**src/rtl/fru_patch_ctrl_unit.sv**
```systemverilog
// Field-repair patch controller: turns a 1-bit PLA trigger into a timed, masked override
// of a control bus, with programmable delay, duration, hold-off and arming mode.
module fru_patch_ctrl_unit #(
    parameter int unsigned CTRL_WIDTH = 8,
    parameter int unsigned DELAY_W    = 8,
    parameter int unsigned DUR_W      = 8,
    parameter int unsigned CNT_W      = 8
) (
    input  logic                  clk,
    input  logic                  rst,
    input  logic                  PlaSelect,
    input  logic [CTRL_WIDTH-1:0] CtrlIn,
    input  logic [CTRL_WIDTH-1:0] RegPatchValue,
    input  logic [CTRL_WIDTH-1:0] RegPatchMask,
    input  logic [1:0]            RegMode,
    input  logic [DELAY_W-1:0]    RegDelay,
    input  logic [DUR_W-1:0]      RegDuration,
    input  logic [DELAY_W-1:0]    RegHoldoff,
    output logic [CTRL_WIDTH-1:0] CtrlOut,
    output logic                  PatchActive,
    output logic [CNT_W-1:0]      PatchCount
);

    localparam int unsigned CntW = (DELAY_W > DUR_W) ? DELAY_W : DUR_W;
    localparam logic [CntW-1:0]  CntOne = 1;
    localparam logic [CNT_W-1:0] PcOne  = 1;

    localparam logic [1:0] ModeOff     = 2'd0;
    localparam logic [1:0] ModeOneShot = 2'd1;
    localparam logic [1:0] ModeRetrig  = 2'd2;
    localparam logic [1:0] ModeLevel   = 2'd3;

    typedef enum logic [2:0] {
        StIdle,
        StDelay,
        StActive,
        StHoldoff,
        StDone
    } state_e;

    state_e           state_q;
    logic [CntW-1:0]  cnt_q;
    logic             pla_select_q;
    logic [CNT_W-1:0] patch_count_q;
    logic [CNT_W-1:0] patch_count_d;

    logic             trig;
    logic             enter_active;
    logic [CntW-1:0]  delay_ext;
    logic [CntW-1:0]  holdoff_ext;
    logic [CntW-1:0]  dur_load;

    assign delay_ext   = CntW'(RegDelay);
    assign holdoff_ext = CntW'(RegHoldoff);
    // A zero duration still yields one active cycle.
    assign dur_load    = (RegDuration == '0) ? '0 : (CntW'(RegDuration) - CntOne);

    always_comb begin
        trig = 1'b0;
        case (RegMode)
            ModeOneShot, ModeRetrig: trig = PlaSelect & ~pla_select_q;
            ModeLevel:               trig = PlaSelect;
            default:                 trig = 1'b0;
        endcase
    end

    always_comb begin
        enter_active = 1'b0;
        if (RegMode != ModeOff) begin
            if (state_q == StIdle && trig && RegDelay == '0) begin
                enter_active = 1'b1;
            end else if (state_q == StDelay && cnt_q == '0) begin
                enter_active = 1'b1;
            end
        end
    end

    always_comb begin
        patch_count_d = patch_count_q;
        if (enter_active && patch_count_q != '1) begin
            patch_count_d = patch_count_q + PcOne;
        end
    end

    always_ff @(posedge clk) begin
        if (rst) begin
            state_q       <= StIdle;
            cnt_q         <= '0;
            pla_select_q  <= 1'b0;
            patch_count_q <= '0;
        end else begin
            pla_select_q  <= PlaSelect;
            patch_count_q <= patch_count_d;
            // Disabling wins over every other transition; the counter is left as is.
            if (RegMode == ModeOff) begin
                state_q <= StIdle;
            end else begin
                unique case (state_q)
                    StIdle: begin
                        if (trig) begin
                            if (RegDelay != '0) begin
                                state_q <= StDelay;
                                cnt_q   <= delay_ext - CntOne;
                            end else begin
                                state_q <= StActive;
                                cnt_q   <= dur_load;
                            end
                        end
                    end
                    StDelay: begin
                        if (cnt_q == '0) begin
                            state_q <= StActive;
                            cnt_q   <= dur_load;
                        end else begin
                            cnt_q <= cnt_q - CntOne;
                        end
                    end
                    StActive: begin
                        if (RegMode == ModeLevel) begin
                            if (!PlaSelect) begin
                                state_q <= StIdle;
                            end
                        end else if (cnt_q == '0) begin
                            if (RegMode == ModeOneShot) begin
                                state_q <= StDone;
                            end else if (RegHoldoff == '0) begin
                                state_q <= StIdle;
                            end else begin
                                state_q <= StHoldoff;
                                cnt_q   <= holdoff_ext - CntOne;
                            end
                        end else begin
                            cnt_q <= cnt_q - CntOne;
                        end
                    end
                    StHoldoff: begin
                        if (cnt_q == '0) begin
                            state_q <= StIdle;
                        end else begin
                            cnt_q <= cnt_q - CntOne;
                        end
                    end
                    StDone: begin
                        state_q <= StDone;
                    end
                    default: begin
                        state_q <= StIdle;
                    end
                endcase
            end
        end
    end

    assign PatchActive = (state_q == StActive);
    assign PatchCount  = patch_count_q;
    assign CtrlOut     = PatchActive ? ((CtrlIn & ~RegPatchMask) | (RegPatchValue & RegPatchMask))
                                     : CtrlIn;

endmodule
```
**config.mk**
```make
export PLATFORM = sky130hd
export DESIGN_NAME = fru_patch_ctrl_unit
export DESIGN_NICKNAME = d
export VERILOG_FILES = /design/src/rtl/fru_patch_ctrl_unit.sv
export SDC_FILE = /design/constraint.sdc
export NUM_CORES = 1
export LEC_CHECK = 0
export BUFFER_PORTS_ARGS = -buffer_cell sky130_fd_sc_hd__buf_4
export CELL_PAD_IN_SITES_DETAIL_PLACEMENT = 1
export CELL_PAD_IN_SITES_GLOBAL_PLACEMENT = 2
export CORE_MARGIN = 2
export CORE_UTILIZATION = 28
export CTS_CLUSTER_DIAMETER = 50
export CTS_CLUSTER_SIZE = 8
export DETAILED_ROUTE_END_ITERATION = 10
export PLACE_DENSITY_LB_ADDON = 0.1
export SYNTH_ARGS = -nofsm -noshare
export SYNTH_HDL_FRONTEND = slang
export SYNTH_SLANG_ARGS = --single-unit
export TNS_END_PERCENT = 50
```
**constraint.sdc**
```tcl
create_clock -name clk -period 2.8 [get_ports clk]
set_input_delay 0.14 -clock clk [delete_from_list [all_inputs] [get_ports clk]]
set_output_delay 0.14 -clock clk [all_outputs]
set_load 0.03 [all_outputs]
```
==> report_table.html, run 1 <==
<table>
<tr><th>Metric</th><th>Value</th></tr>
<tr><th colspan="2">Timing</th></tr>
<tr><td>Final setup skew</td><td>7.77 ps</td></tr>
<tr><td>Unrepaired setup endpoints after global routing</td><td>false</td></tr>
<tr><td>Slew Limit Headroom</td><td>55.8%</td></tr>
<tr><td>Setup tns final</td><td>0 ps</td></tr>
<tr><td>Number of hold violations in the final report</td><td>0</td></tr>
<tr><td>Post-route minimum period</td><td>2340 ps</td></tr>
<tr><td>Final number of max-transition violations</td><td>0</td></tr>
<tr><td>Transition time at the pin with the least slew margin</td><td>658 ps</td></tr>
<tr><td>Highest achievable clock rate</td><td>428 MHz</td></tr>
<tr><td>Final setup violating endpoints</td><td>0</td></tr>
<tr><td>Final worst-path cycle share</td><td>83.4%</td></tr>
<tr><th colspan="2">Setup path</th></tr>
<tr><td>Worst Setup Path Type</td><td>reg -&gt; out</td></tr>
<tr><td>R2r setup slk</td><td>590 ps</td></tr>
<tr><td>Dominant cell type by count on the critical path</td><td>buf_4</td></tr>
<tr><td>Launching point of the worst reg2reg path</td><td>cnt_q[0]</td></tr>
<tr><td>Highest cell delay on the worst timing path</td><td>580 ps</td></tr>
<tr><td>Critical register-to-register path endpoint</td><td>PatchCount[7]</td></tr>
<tr><td>Worst Path Arrival</td><td>2200 ps</td></tr>
<tr><td>Launch point of the worst path</td><td>state_q[1]</td></tr>
<tr><td>Slowest library cell on the worst path</td><td>dfxtp_1</td></tr>
<tr><td>Largest driver fanout on the critical path</td><td>12</td></tr>
<tr><td>Ordered cell list for the critical path</td><td>nor3b_2 -&gt; buf_4 -&gt; nand2_1 -&gt; mux2_2 -&gt; buf_4</td></tr>
<tr><td>Buffer and inverter count on the worst path</td><td>2</td></tr>
<tr><td>Critical path's top delay family</td><td>simple AND/OR/NAND/NOR gates</td></tr>
<tr><td>Critical path depth in cells</td><td>5</td></tr>
<tr><td>Critical path capture point type</td><td>output pin</td></tr>
<tr><td>Req. time, crit path</td><td>2660 ps</td></tr>
<tr><td>FF-to-FF path depth</td><td>8</td></tr>
<tr><td>Sort of element at the start of the critical path</td><td>flip-flop</td></tr>
<tr><th colspan="2">Synthesis</th></tr>
<tr><td>Cells after synthesis</td><td>269</td></tr>
<tr><td>Synth Warn #</td><td>0</td></tr>
<tr><td>Number of flops mapped to enable cells by yosys</td><td>0</td></tr>
<tr><td>Post-synth ARST share</td><td>0%</td></tr>
<tr><td>Post-synthesis register bit count</td><td>20</td></tr>
<tr><td>Post-synthesis instance area</td><td>0.00211 sq mm</td></tr>
<tr><td>Cell taking the most area after synthesis</td><td>dfxtp_1</td></tr>
<tr><td>Cells taking the most area after synthesis</td><td>dfxtp_1, xor2_1, ha_1, nand2_1, mux2_2</td></tr>
<tr><td>Nets in the synthesized netlist</td><td>334</td></tr>
<tr><td>Synth Flop Type</td><td>dfxtp_1</td></tr>
<tr><td>Number of different library cells in the post-synthesis netlist</td><td>64</td></tr>
<tr><td>Post-synthesis sequential area ratio</td><td>19.0%</td></tr>
<tr><td>Mean instance size in the synthesized netlist</td><td>7.83 sq um</td></tr>
<tr><td>Proportion of netlist area held by the largest area contributor</td><td>19.0%</td></tr>
<tr><th colspan="2">CTS</th></tr>
<tr><td>Deepest clock path buffer count</td><td>2</td></tr>
<tr><td>Clock Tree Root</td><td>clkbuf_8</td></tr>
<tr><td>Post CTS Setup Buffer Count</td><td>0</td></tr>
<tr><td>CTS Buf Count</td><td>3</td></tr>
<tr><td>Insertion delay to the later sink of the worst-skew pair</td><td>260 ps</td></tr>
<tr><td>Clk sink count</td><td>20</td></tr>
<tr><td>Clock-pin transition on the worst setup and hold timing paths</td><td>80 ps</td></tr>
<tr><td>Clock tree from TritonCTS</td><td>built</td></tr>
<tr><td>Number of gates resized after cts</td><td>0</td></tr>
<tr><td>Number of H-tree levels</td><td>1</td></tr>
<tr><td>Number of buffers inserted by hold repair at cts</td><td>0</td></tr>
<tr><th colspan="2">Route</th></tr>
<tr><td>Number of detailed-route iterations in the first pass</td><td>4</td></tr>
<tr><td>Number of vias after detailed routing</td><td>2264</td></tr>
<tr><td>Final routed wire length divided by cell count</td><td>16.1 um</td></tr>
<tr><td>DRC</td><td>0</td></tr>
<tr><td>DRC violation total after the first TritonRoute iteration</td><td>111</td></tr>
<tr><td>Final wirelength</td><td>7060 um</td></tr>
<tr><td>Count of nets left with antenna violations after detail routing</td><td>0</td></tr>
<tr><td>Average via count per standard cell</td><td>5.17</td></tr>
<tr><th colspan="2">Final layout</th></tr>
<tr><td>Fraction of layout instances using a drive strength above 1</td><td>30.1%</td></tr>
<tr><td>Total inserted antenna cells</td><td>0</td></tr>
<tr><td>Final net count</td><td>405</td></tr>
<tr><td>Relative area change from synthesis to final layout</td><td>33.9%</td></tr>
<tr><td>Final-layout fill cell count</td><td>925</td></tr>
<tr><td>Finished Cell Area</td><td>0.00282 sq mm</td></tr>
<tr><th colspan="2">Flow run</th></tr>
<tr><td>MaxCap Viol Count</td><td>0</td></tr>
<tr><th colspan="2">Global route</th></tr>
<tr><td>Via count of the first global-routing pass</td><td>2237</td></tr>
<tr><td>Number of antenna violations at the first check in global routing</td><td>0</td></tr>
<tr><td>GR Overflow Total</td><td>0</td></tr>
<tr><td>Global routing usage summed across all routing layers</td><td>16.6%</td></tr>
<tr><td>Largest net degree at the start of global routing</td><td>22</td></tr>
<tr><td>First-pass GRT wire length</td><td>11300 um</td></tr>
<tr><th colspan="2">Floorplanning</th></tr>
<tr><td>Chip Width</td><td>90.7 um</td></tr>
<tr><td>Row Count</td><td>31</td></tr>
<tr><td>Num ports</td><td>70</td></tr>
<tr><td>Starting density of the core</td><td>29.0%</td></tr>
<tr><td>Area of the core</td><td>0.00725 sq mm</td></tr>
<tr><td>Die Outline Area</td><td>0.00823 sq mm</td></tr>
<tr><td>Floorplan die height</td><td>90.7 um</td></tr>
<tr><th colspan="2">Pwr</th></tr>
<tr><td>Final Power</td><td>2.37 mW</td></tr>
<tr><td>Maximum VDD drop</td><td>0.475 mV</td></tr>
<tr><td>Power density over cell area</td><td>841 mW/mm^2</td></tr>
<tr><td>Leakage power of the design</td><td>1.17 nW</td></tr>
<tr><th colspan="2">Place</th></tr>
<tr><td>HPWL after detailed placement</td><td>5570 um</td></tr>
<tr><td>IO Port Bufs</td><td>69</td></tr>
<tr><td>Post-DP Area</td><td>0.00275 sq mm</td></tr>
<tr><td>Placer Congestion</td><td>0.785</td></tr>
<tr><th colspan="2">Worst hold path</th></tr>
<tr><td>Hold path startpoint</td><td>PlaSelect</td></tr>
<tr><td>Worst hold path type</td><td>in -&gt; reg</td></tr>
<tr><td>Worst Hold Depth</td><td>2</td></tr>
<tr><td>Hold Path Sink</td><td>pla_select_q</td></tr>
<tr><th colspan="2">Status</th></tr>
<tr><td>Result of the run</td><td>finished clean</td></tr>
</table>
## cell type report
type,count,area [sq um],area share (%)
tap,99,124,4.39
sequential,20,400,14.2
clock inverter,1,30.0,1.07
inverter,12,45.0,1.60
timing repair buffer,74,556,19.7
clock buffer,3,41.3,1.46
multi-input combinational,229,1620,57.6
## cells in the mapped netlist (3+ instances only)
cell and n:
nand2_1 30, nor2_1 24, dfxtp_1 20, xor2_1 18
a21oi_1 12, ha_1 12, inv_1 12, nand3_1 12
nor3_1 10, mux2_2 9, o21ai_0 8, nor4_1 6
mux2i_1 5, nor2b_1 5, xnor2_1 5, a31oi_1 4
and2_1 4, and3_1 4, clkbuf_1 4, nor3b_1 4
a211oi_1 3, a22oi_1 3, buf_2 3, nand2b_1 3
nand4_1 3, o311ai_1 3
## registers in the layout (all words and copies together) (netlist names)
register / count
state_q: 3
cnt_q: 8
pla_select_q: 1
PatchCount: 8
## routing by layer
| metal | track usage, % | wire, um | up-vias |
|---|---|---|---|
| li1 | - | - | 1134 |
| met1 | 23.6 | 3530 | 1064 |
| met3 | 2.67 | 419 | 5 |
| met5 | 0 | 0 | - |
| met4 | 2.69 | 44 | 0 |
| met2 | 26.6 | 3070 | 61 |
## cell usage in the layout (no fill, tap or decap), drive strengths merged, types with 2 or more instances in the layout
cell type / count
nand4b: 2
or3b: 2
nand3: 12
and3: 4
nand2: 30
nor4b: 4
xor2: 18
nor3: 11
and2: 5
nor2: 24
ha: 12
nor4: 7
inv: 12
xnor2: 5
nand2b: 3
mux2: 9
nand4: 3
a211oi: 3
a31oi: 4
o21ai: 11
a221oi: 2
buf: 74
nor3b: 5
nand3b: 2
dfxtp: 20
a22oi: 3
a21oi: 13
nor2b: 5
o41ai: 2
a21boi: 2
clkbuf: 3
mux2i: 5
o311ai: 3
o22ai: 2
## through the flow
stage / instances / setup WS, ps / util, % / hold slack [ps]
final: 438 / 464 / 38.9 / 109
after global routing: 438 / 328 / 38.9 / 122
after CTS: 438 / 460 / 38.9 / 115
after detailed placement: 434 / 584 / 37.9 / 391
after global placement: 434 / 606 / 37.9 / 383
after floorplan: 269 / 845 / - / 268
## worst max-delay path by stage
stage / end / slack, ps
2_1_floorplan: state_q[2] / 840
3_3_place_gp: PatchCount[5] / 610
3_5_place_dp: PatchCount[7] / 580
4_1_cts: CtrlOut[7] / 460
5_1_grt: CtrlOut[1] / 330
6_report: CtrlOut[3] / 460
## kinds of logic (layout without fill, tap and decap cells)
group / Yosys count / in the layout / share of synthesized area (%)
AOI/OAI and AO/OA: 56 / 56 / 20.0
xor gates and xnor gates: 23 / 23 / 9.57
adders and majority gates: 12 / 12 / 7.13
buffers and inverters: 20 / 90 / 3.92
DFF: 20 / 20 / 19.0
muxes: 14 / 14 / 7.19
and+or+nand+nor: 124 / 124 / 33.2
## report_power, final
group | total (mW) | internal, mW | switching, mW
Sequential | 0.457 | 0.354 | 0.103
Combinational | 1.62 | 0.667 | 0.951
Clock | 0.296 | 0.191 | 0.105
No activity file was read; power rests on OpenSTA's default activity.
==> run 2: changes to the inputs <==
ABC_AREA = 1   (was not set)
CORE_UTILIZATION = 26   (was 28)
clock period = 2.35 ns   (was 2.8 ns; I/O delays follow)
==> report_table.html, run 2 <==
<table>
<tr><th>Metric</th><th>Value</th></tr>
<tr><th colspan="2">Global route</th></tr>
<tr><td>Via count of the first global-routing pass</td><td>2658 (+19%)</td></tr>
<tr><td>Most congested layer reported by global routing</td><td>met2</td></tr>
<tr><td>Met1 track demand over resource in global routing</td><td>23.5% (-0.044 points)</td></tr>
<tr><td>Largest net degree at the start of global routing</td><td>18 (-18%)</td></tr>
<tr><td>Global Route met2 Usage</td><td>25.5% (-1.1 points)</td></tr>
<tr><td>Global routing usage summed across all routing layers</td><td>16.0% (-0.52 points)</td></tr>
<tr><td>GR Overflow Total</td><td>0 (unchanged)</td></tr>
<tr><td>Number of antenna violations at the first check in global routing</td><td>0 (unchanged)</td></tr>
<tr><td>First-pass GRT wire length</td><td>12900 um (+14%)</td></tr>
<tr><td>Global routing usage on met3</td><td>2.38% (-0.29 points)</td></tr>
<tr><th colspan="2">CTS</th></tr>
<tr><td>Clock Tree Root</td><td>clkbuf_8</td></tr>
<tr><td>Insertion delay to the later sink of the worst-skew pair</td><td>260 ps (about the same)</td></tr>
<tr><td>Deepest clock path buffer count</td><td>2 (unchanged)</td></tr>
<tr><td>Clock-pin transition on the worst setup and hold timing paths</td><td>80 ps (about the same)</td></tr>
<tr><td>Post CTS Setup Buffer Count</td><td>0 (unchanged)</td></tr>
<tr><td>Number of gates resized after cts</td><td>0 (unchanged)</td></tr>
<tr><td>Number of H-tree levels</td><td>1 (unchanged)</td></tr>
<tr><td>CTS Buf Count</td><td>3 (unchanged)</td></tr>
<tr><td>Clock tree from TritonCTS</td><td>built</td></tr>
<tr><td>Clk sink count</td><td>20 (unchanged)</td></tr>
<tr><td>Number of buffers inserted by hold repair at cts</td><td>0 (unchanged)</td></tr>
<tr><th colspan="2">Flow run</th></tr>
<tr><td>MaxCap Viol Count</td><td>0 (unchanged)</td></tr>
<tr><th colspan="2">Status</th></tr>
<tr><td>Result of the run</td><td>finished clean</td></tr>
<tr><th colspan="2">Setup path</th></tr>
<tr><td>Worst Setup Path Type</td><td>reg -&gt; out</td></tr>
<tr><td>Launching point of the worst reg2reg path</td><td>cnt_q[0]</td></tr>
<tr><td>Req. time, crit path</td><td>2230 ps (-430 ps)</td></tr>
<tr><td>Launch point of the worst path</td><td>state_q[2]</td></tr>
<tr><td>Worst Path Arrival</td><td>1810 ps (-390 ps)</td></tr>
<tr><td>Sort of element at the start of the critical path</td><td>flip-flop</td></tr>
<tr><td>Critical path capture point type</td><td>output pin</td></tr>
<tr><td>Largest driver fanout on the critical path</td><td>17 (+5)</td></tr>
<tr><th colspan="2">Synthesis</th></tr>
<tr><td>Nets in the synthesized netlist</td><td>442 (+32%)</td></tr>
<tr><td>Most instantiated cells after synthesis</td><td>nand2_1, inv_1, nor2_1, nand3_1, a21oi_1</td></tr>
<tr><td>Post-synthesis sequential area ratio</td><td>17.8% (-1.2 points)</td></tr>
<tr><td>Number of different library cells in the post-synthesis netlist</td><td>36 (-44%)</td></tr>
<tr><td>Proportion of netlist area held by the largest area contributor</td><td>17.8% (-1.2 points)</td></tr>
<tr><td>Mean instance size in the synthesized netlist</td><td>5.97 sq um (-24%)</td></tr>
<tr><td>Post-synthesis register bit count</td><td>20 (unchanged)</td></tr>
<tr><td>Cells taking the most area after synthesis</td><td>dfxtp_1, nand2_1, inv_1, nand3_1, a21oi_1</td></tr>
<tr><td>Synth Flop Type</td><td>dfxtp_1</td></tr>
<tr><td>Synth Warn #</td><td>0 (unchanged)</td></tr>
<tr><td>Cells after synthesis</td><td>377 (+40%)</td></tr>
<tr><td>Post-synth ARST share</td><td>0% (unchanged)</td></tr>
<tr><td>Cell taking the most area after synthesis</td><td>dfxtp_1</td></tr>
<tr><td>Number of flops mapped to enable cells by yosys</td><td>0 (unchanged)</td></tr>
<tr><td>Most numerous cell in the Yosys netlist</td><td>nand2_1</td></tr>
<tr><td>Post-synthesis instance area</td><td>0.00225 sq mm (+6.8%)</td></tr>
<tr><th colspan="2">Timing</th></tr>
<tr><td>Unrepaired setup endpoints after global routing</td><td>false</td></tr>
<tr><td>Final setup violating endpoints</td><td>0 (unchanged)</td></tr>
<tr><td>Number of hold violations in the final report</td><td>0 (unchanged)</td></tr>
<tr><td>Final worst-path cycle share</td><td>81.9%</td></tr>
<tr><td>Setup tns final</td><td>0 ps (unchanged)</td></tr>
<tr><td>Post-route worst setup slack</td><td>424 ps (-39.8 ps)</td></tr>
<tr><td>Highest achievable clock rate</td><td>519 MHz</td></tr>
<tr><td>Fin Hold WS</td><td>63.8 ps (-45.6 ps)</td></tr>
<tr><td>Slew Limit Headroom</td><td>69.4% (+14 points)</td></tr>
<tr><td>Final setup skew</td><td>4.36 ps (-3.41 ps)</td></tr>
<tr><td>Final number of max-transition violations</td><td>0 (unchanged)</td></tr>
<tr><td>Post-route minimum period</td><td>1930 ps</td></tr>
<tr><td>Transition time at the pin with the least slew margin</td><td>454 ps (-203 ps)</td></tr>
<tr><th colspan="2">Pwr</th></tr>
<tr><td>Switching share of power</td><td>43.2% (-5.7 points)</td></tr>
<tr><td>Maximum VDD drop</td><td>0.198 mV (-58%)</td></tr>
<tr><td>Net switching power figure</td><td>587 uW (-49%)</td></tr>
<tr><td>Leakage power of the design</td><td>1.52 nW (+30%)</td></tr>
<tr><td>Power density over cell area</td><td>463 mW/mm^2 (-45%)</td></tr>
<tr><td>Comb power frac</td><td>50.2% (-18 points)</td></tr>
<tr><td>Part of the total power dissipated in sequential elements</td><td>30.1% (+11 points)</td></tr>
<tr><td>Internal portion of total power</td><td>773 uW (-36%)</td></tr>
<tr><td>Clk pwr share</td><td>19.8% (+7.3 points)</td></tr>
<tr><td>Final Power</td><td>1.36 mW (-43%)</td></tr>
<tr><th colspan="2">Floorplanning</th></tr>
<tr><td>Starting density of the core</td><td>27.1% (-1.9 points)</td></tr>
<tr><td>Area of the core</td><td>0.00830 sq mm (+14%)</td></tr>
<tr><td>Chip Width</td><td>97.0 um (+6.9%)</td></tr>
<tr><td>Die Outline Area</td><td>0.00941 sq mm (+14%)</td></tr>
<tr><td>Num ports</td><td>70 (unchanged)</td></tr>
<tr><td>Floorplan die height</td><td>97.0 um (+6.9%)</td></tr>
<tr><td>Row Count</td><td>33 (+6.5%)</td></tr>
<tr><th colspan="2">Final layout</th></tr>
<tr><td>Final Util</td><td>35.4% (-3.5 points)</td></tr>
<tr><td>Final net count</td><td>513 (+27%)</td></tr>
<tr><td>Fraction of layout instances using a drive strength above 1</td><td>22.6% (-7.5 points)</td></tr>
<tr><td>Total inserted antenna cells</td><td>0 (unchanged)</td></tr>
<tr><td>Leading cell type in the layout, fill and taps excluded</td><td>nand2_1</td></tr>
<tr><td>Most used cells in the layout excluding fill and tap cells</td><td>nand2_1, buf_4, inv_1</td></tr>
<tr><td>Relative area change from synthesis to final layout</td><td>30.5%</td></tr>
<tr><td>Finished Cell Area</td><td>0.00294 sq mm (+4.2%)</td></tr>
<tr><td>Filler-free cell count of the finished design</td><td>552 (+26%)</td></tr>
<tr><th colspan="2">Route</th></tr>
<tr><td>Number of vias after detailed routing</td><td>2622 (+16%)</td></tr>
<tr><td>DRC</td><td>0 (unchanged)</td></tr>
<tr><td>Average via count per standard cell</td><td>4.75 (-8.1%)</td></tr>
<tr><td>Final wirelength</td><td>7460 um (+5.7%)</td></tr>
<tr><td>Count of nets left with antenna violations after detail routing</td><td>0 (unchanged)</td></tr>
<tr><td>Number of detailed-route iterations in the first pass</td><td>4 (unchanged)</td></tr>
<tr><td>DRC violation total after the first TritonRoute iteration</td><td>87 (-22%)</td></tr>
<tr><td>Final routed wire length divided by cell count</td><td>13.5 um (-16%)</td></tr>
<tr><th colspan="2">Place</th></tr>
<tr><td>Dpl ws</td><td>463 ps (-121 ps)</td></tr>
<tr><td>Placer Congestion</td><td>0.796 (+1.5%)</td></tr>
<tr><td>Placed Cells</td><td>548 (+26%)</td></tr>
<tr><td>HPWL after detailed placement</td><td>6350 um (+14%)</td></tr>
<tr><td>Post-DP Area</td><td>0.00288 sq mm (+4.9%)</td></tr>
<tr><td>IO Port Bufs</td><td>69 (unchanged)</td></tr>
<tr><th colspan="2">Worst hold path</th></tr>
<tr><td>Hold path startpoint</td><td>rst</td></tr>
<tr><td>Worst hold path type</td><td>in -&gt; reg</td></tr>
</table>
run 2: changes by cell type after synthesis, moves of 9 or more:
cell	delta
a21oi_1	+19
inv_1	+48
mux2_2	-9
nand2_1	+43
nand3_1	+25
nand4_1	+10
nor2_1	+14
xor2_1	-11
run 2: layer usage:
layer / vias up / routed length (um)
li1: 1380 / -
met1: 1187 / 3930
met2: 53 / 3200
met3: 2 / 305
met4: 0 / 25
met5: - / 0
run 2: kinds of logic (layout without fill, tap and decap cells):
kind of cell             after synthesis  in the layout  synth area share, %
AO/OA/AOI/OAI                         72             72                 18.2
XOR/XNOR                              12             12                 4.67
adder cells (fa/ha/maj)               12             12                 6.67
buffers and inverters                 69            139                 12.0
flip-flops                            20             20                 17.8
AND/OR/NAND/NOR                      192            192                 40.6
run 2: area by class of cell:
type	instances	area [sq um]
Multi-Input combinational cell	288	1580
Inverter	65	245
Clock buffer	4	55.1
Tap cell	105	131
Fill cell	1120	5360
Sequential cell	20	400
Timing Repair Buffer	70	526
run 2: worst max-delay path, stage by stage, from the launching register on:
cell	delay, ps
dfxtp_1	330
inv_2	90
nand2_1	120
nor2_4	280
buf_4	280
a21oi_1	90
a31oi_1	170
buf_4	190
run 2: final timing paths:
| path | end | slack (ps) | cells past startpoint |
|---|---|---|---|
| min | PatchCount[4] | 60 | 2 |
| min reg2reg | PatchCount[5] | 490 | 2 |
| max | CtrlOut[3] | 420 | 7 |
| max reg2reg | cnt_q[6] | 450 | 11 |
run 2: power groups by stage:
stage / clock, mW / sequential (mW) / combinational (mW)
finish: 0.269 / 0.409 / 0.682
global route: 0.298 / 0.415 / 0.774
CTS: 0.286 / 0.410 / 0.686
detailed placement: 0 / 0.418 / 0.683
global placement: 0 / 0.418 / 0.683
floorplan: 0 / 0.412 / 0.458
==> run 3: changes to the inputs <==
CORE_UTILIZATION = 23   (was 26)
clock period = 1.55 ns   (was 2.35 ns; I/O delays follow)
==> report_table.html, run 3 (synthesized netlist as in run 2, its figures left out) <==
<table>
<tr><th>Metric</th><th>Value</th></tr>
<tr><th colspan="2">Status</th></tr>
<tr><td>Result of the run</td><td>finished clean</td></tr>
<tr><th colspan="2">Global route</th></tr>
<tr><td>First-pass GRT wire length</td><td>13800 um (+7.1%)</td></tr>
<tr><td>Largest net degree at the start of global routing</td><td>20 (+2)</td></tr>
<tr><td>Global routing usage summed across all routing layers</td><td>16.5% (+0.42 points)</td></tr>
<tr><td>Number of antenna violations at the first check in global routing</td><td>0 (unchanged)</td></tr>
<tr><td>Via count of the first global-routing pass</td><td>2871 (+8.0%)</td></tr>
<tr><td>GR Overflow Total</td><td>0 (unchanged)</td></tr>
<tr><th colspan="2">CTS</th></tr>
<tr><td>Number of buffers inserted by hold repair at cts</td><td>0 (unchanged)</td></tr>
<tr><td>Clk sink count</td><td>20 (unchanged)</td></tr>
<tr><td>Insertion delay to the later sink of the worst-skew pair</td><td>270 ps (about the same)</td></tr>
<tr><td>Clock Tree Root</td><td>clkbuf_8</td></tr>
<tr><td>Clock tree from TritonCTS</td><td>built</td></tr>
<tr><td>Number of H-tree levels</td><td>1 (unchanged)</td></tr>
<tr><td>CTS Buf Count</td><td>3 (unchanged)</td></tr>
<tr><td>Clock-pin transition on the worst setup and hold timing paths</td><td>90 ps (about the same)</td></tr>
<tr><td>Deepest clock path buffer count</td><td>2 (unchanged)</td></tr>
<tr><th colspan="2">Setup path</th></tr>
<tr><td>Launching point of the worst reg2reg path</td><td>cnt_q[1]</td></tr>
<tr><td>Critical path capture point type</td><td>flip-flop</td></tr>
<tr><td>R2r setup slk</td><td>3 ps (-450 ps)</td></tr>
<tr><td>Worst Setup Path Type</td><td>reg -&gt; reg</td></tr>
<tr><td>Sort of element at the start of the critical path</td><td>flip-flop</td></tr>
<tr><td>FF-to-FF path depth</td><td>10 (-1)</td></tr>
<tr><td>Largest driver fanout on the critical path</td><td>4 (-13)</td></tr>
<tr><td>Worst Path Arrival</td><td>1700 ps (-110 ps)</td></tr>
<tr><td>Req. time, crit path</td><td>1710 ps (-520 ps)</td></tr>
<tr><td>Critical register-to-register path endpoint</td><td>cnt_q[6]</td></tr>
<tr><th colspan="2">Final layout</th></tr>
<tr><td>Most used cells in the layout excluding fill and tap cells</td><td>buf_4, nand2_1, inv_1</td></tr>
<tr><td>Relative area change from synthesis to final layout</td><td>69.5%</td></tr>
<tr><td>Fraction of layout instances using a drive strength above 1</td><td>42.6% (+20 points)</td></tr>
<tr><td>Leading cell type in the layout, fill and taps excluded</td><td>buf_4</td></tr>
<tr><td>Filler-free cell count of the finished design</td><td>650 (+18%)</td></tr>
<tr><td>Final net count</td><td>583 (+14%)</td></tr>
<tr><td>Finished Cell Area</td><td>0.00381 sq mm (+30%)</td></tr>
<tr><td>Total inserted antenna cells</td><td>0 (unchanged)</td></tr>
<tr><th colspan="2">Floorplanning</th></tr>
<tr><td>Die Outline Area</td><td>0.0106 sq mm (+12%)</td></tr>
<tr><td>Num ports</td><td>70 (unchanged)</td></tr>
<tr><td>Area of the core</td><td>0.00964 sq mm (+16%)</td></tr>
<tr><td>Starting density of the core</td><td>23.3% (-3.8 points)</td></tr>
<tr><td>Row Count</td><td>36 (+9.1%)</td></tr>
<tr><td>Chip Width</td><td>103 um (+6.1%)</td></tr>
<tr><td>Floorplan die height</td><td>103 um (+6.1%)</td></tr>
<tr><th colspan="2">Timing</th></tr>
<tr><td>Final worst-path cycle share</td><td>99.8%</td></tr>
<tr><td>Unrepaired setup endpoints after global routing</td><td>true</td></tr>
<tr><td>Slew Limit Headroom</td><td>54.1% (-15 points)</td></tr>
<tr><td>Final setup violating endpoints</td><td>0 (unchanged)</td></tr>
<tr><td>Post-route minimum period</td><td>1550 ps</td></tr>
<tr><td>Number of hold violations in the final report</td><td>0 (unchanged)</td></tr>
<tr><td>Setup tns final</td><td>0 ps (unchanged)</td></tr>
<tr><td>Highest achievable clock rate</td><td>646 MHz</td></tr>
<tr><td>Transition time at the pin with the least slew margin</td><td>682 ps (+227 ps)</td></tr>
<tr><td>Final setup skew</td><td>7.65 ps (+3.30 ps)</td></tr>
<tr><td>Final number of max-transition violations</td><td>0 (unchanged)</td></tr>
<tr><th colspan="2">Flow run</th></tr>
<tr><td>MaxCap Viol Count</td><td>0 (unchanged)</td></tr>
<tr><th colspan="2">Worst hold path</th></tr>
<tr><td>Worst hold path type</td><td>in -&gt; reg</td></tr>
<tr><td>Worst Hold Depth</td><td>2 (unchanged)</td></tr>
<tr><td>Hold Path Sink</td><td>PatchCount[7]</td></tr>
<tr><td>Hold path startpoint</td><td>rst</td></tr>
<tr><th colspan="2">Place</th></tr>
<tr><td>HPWL after detailed placement</td><td>7150 um (+13%)</td></tr>
<tr><td>IO Port Bufs</td><td>69 (unchanged)</td></tr>
<tr><td>Placer Congestion</td><td>0.853 (+7.1%)</td></tr>
<tr><td>Placed Cells</td><td>631 (+15%)</td></tr>
<tr><td>Post-DP Area</td><td>0.00335 sq mm (+16%)</td></tr>
<tr><th colspan="2">Route</th></tr>
<tr><td>Average via count per standard cell</td><td>4.54 (-4.4%)</td></tr>
<tr><td>Final wirelength</td><td>9030 um (+21%)</td></tr>
<tr><td>Count of nets left with antenna violations after detail routing</td><td>0 (unchanged)</td></tr>
<tr><td>DRC</td><td>0 (unchanged)</td></tr>
<tr><td>Number of detailed-route iterations in the first pass</td><td>4 (unchanged)</td></tr>
<tr><td>Number of vias after detailed routing</td><td>2953 (+13%)</td></tr>
<tr><td>DRC violation total after the first TritonRoute iteration</td><td>53 (-39%)</td></tr>
<tr><td>Final routed wire length divided by cell count</td><td>13.9 um (+2.7%)</td></tr>
<tr><th colspan="2">Pwr</th></tr>
<tr><td>Leakage power of the design</td><td>1.94 nW (+27%)</td></tr>
<tr><td>Maximum VDD drop</td><td>0.529 mV (+170%)</td></tr>
<tr><td>Final Power</td><td>2.71 mW (+99%)</td></tr>
<tr><td>Power density over cell area</td><td>711 mW/mm^2 (+54%)</td></tr>
</table>
==> run 3: changes by cell type in the layout (fill, tap and decap cells not counted), sizes merged <==
| cell | delta |
|---|---|
| clkinv | -1 |
| inv | +1 |
| buf | +70 |
==> run 3: report_power, final <==
group	switching (mW)	internal, mW
Sequential	0.0455	0.564
Clock	0.196	0.227
Combinational	0.905	0.775
==> run 3: cell type report <==
| cell class | count | area [sq um] |
|---|---|---|
| fill | 1288 | 5830 |
| multi-input combinational | 288 | 1820 |
| timing repair buffer | 140 | 1110 |
| sequential | 20 | 414 |
| inverter | 65 | 249 |
| tap | 133 | 166 |
| clock buffer | 4 | 55.1 |
==> run 3: repair_timing <==
action / in CTS / in global routing
cloned: 1 / 0
pin swaps: 18 / 16
setup buffers: 8 / 7
endpoints found under the setup margin: 25 / 24
gates resized for setup: 40 / 47
==> run 3: stage by stage <==
stage                     hold WS, ps  worst slack [ps]  utilization [%]
after global placement            309              -175             34.7
after CTS                        14.5              1.20             37.6
after detailed placement          306              -223             34.7
final                            23.9              3.13             39.6
after floorplan                   147             -93.7                -
after global routing             24.0             -89.6             39.6
==> run 3: worst max-delay path, stage by stage, from the launching register on <==
cell	delay [ps]
dfxtp_2	330
inv_2	80
ha_4	140
nand3_4	80
nor2_4	190
buf_6	120
nand3_1	90
nand3_1	110
nand2_2	70
o21ai_4	180
a21oi_2	70
==> run 3: layer usage <==
| layer | track usage [%] | up-vias | share of wire (%) |
|---|---|---|---|
| met2 | 28.3 | 54 | 47 |
| met5 | 0 | - | 0 |
| met3 | 1.97 | 4 | 4.3 |
| met4 | 1.82 | 0 | 0.42 |
| met1 | 22.8 | 1368 | 48 |
| li1 | - | 1527 | - |
==> run 3: how the worst max path moves through the flow <==
stage                        startpoint       endpoint  slack (ps)  cells after the start
after floorplan           PatchCount[1]  PatchCount[3]         -90                      8
after global routing           cnt_q[1]       cnt_q[6]         -90                     10
after detailed placement       cnt_q[1]       cnt_q[6]        -220                     12
final                          cnt_q[1]       cnt_q[6]           3                     10
after global placement         cnt_q[1]       cnt_q[6]        -180                     12
after CTS                    state_q[2]       cnt_q[6]           1                     12
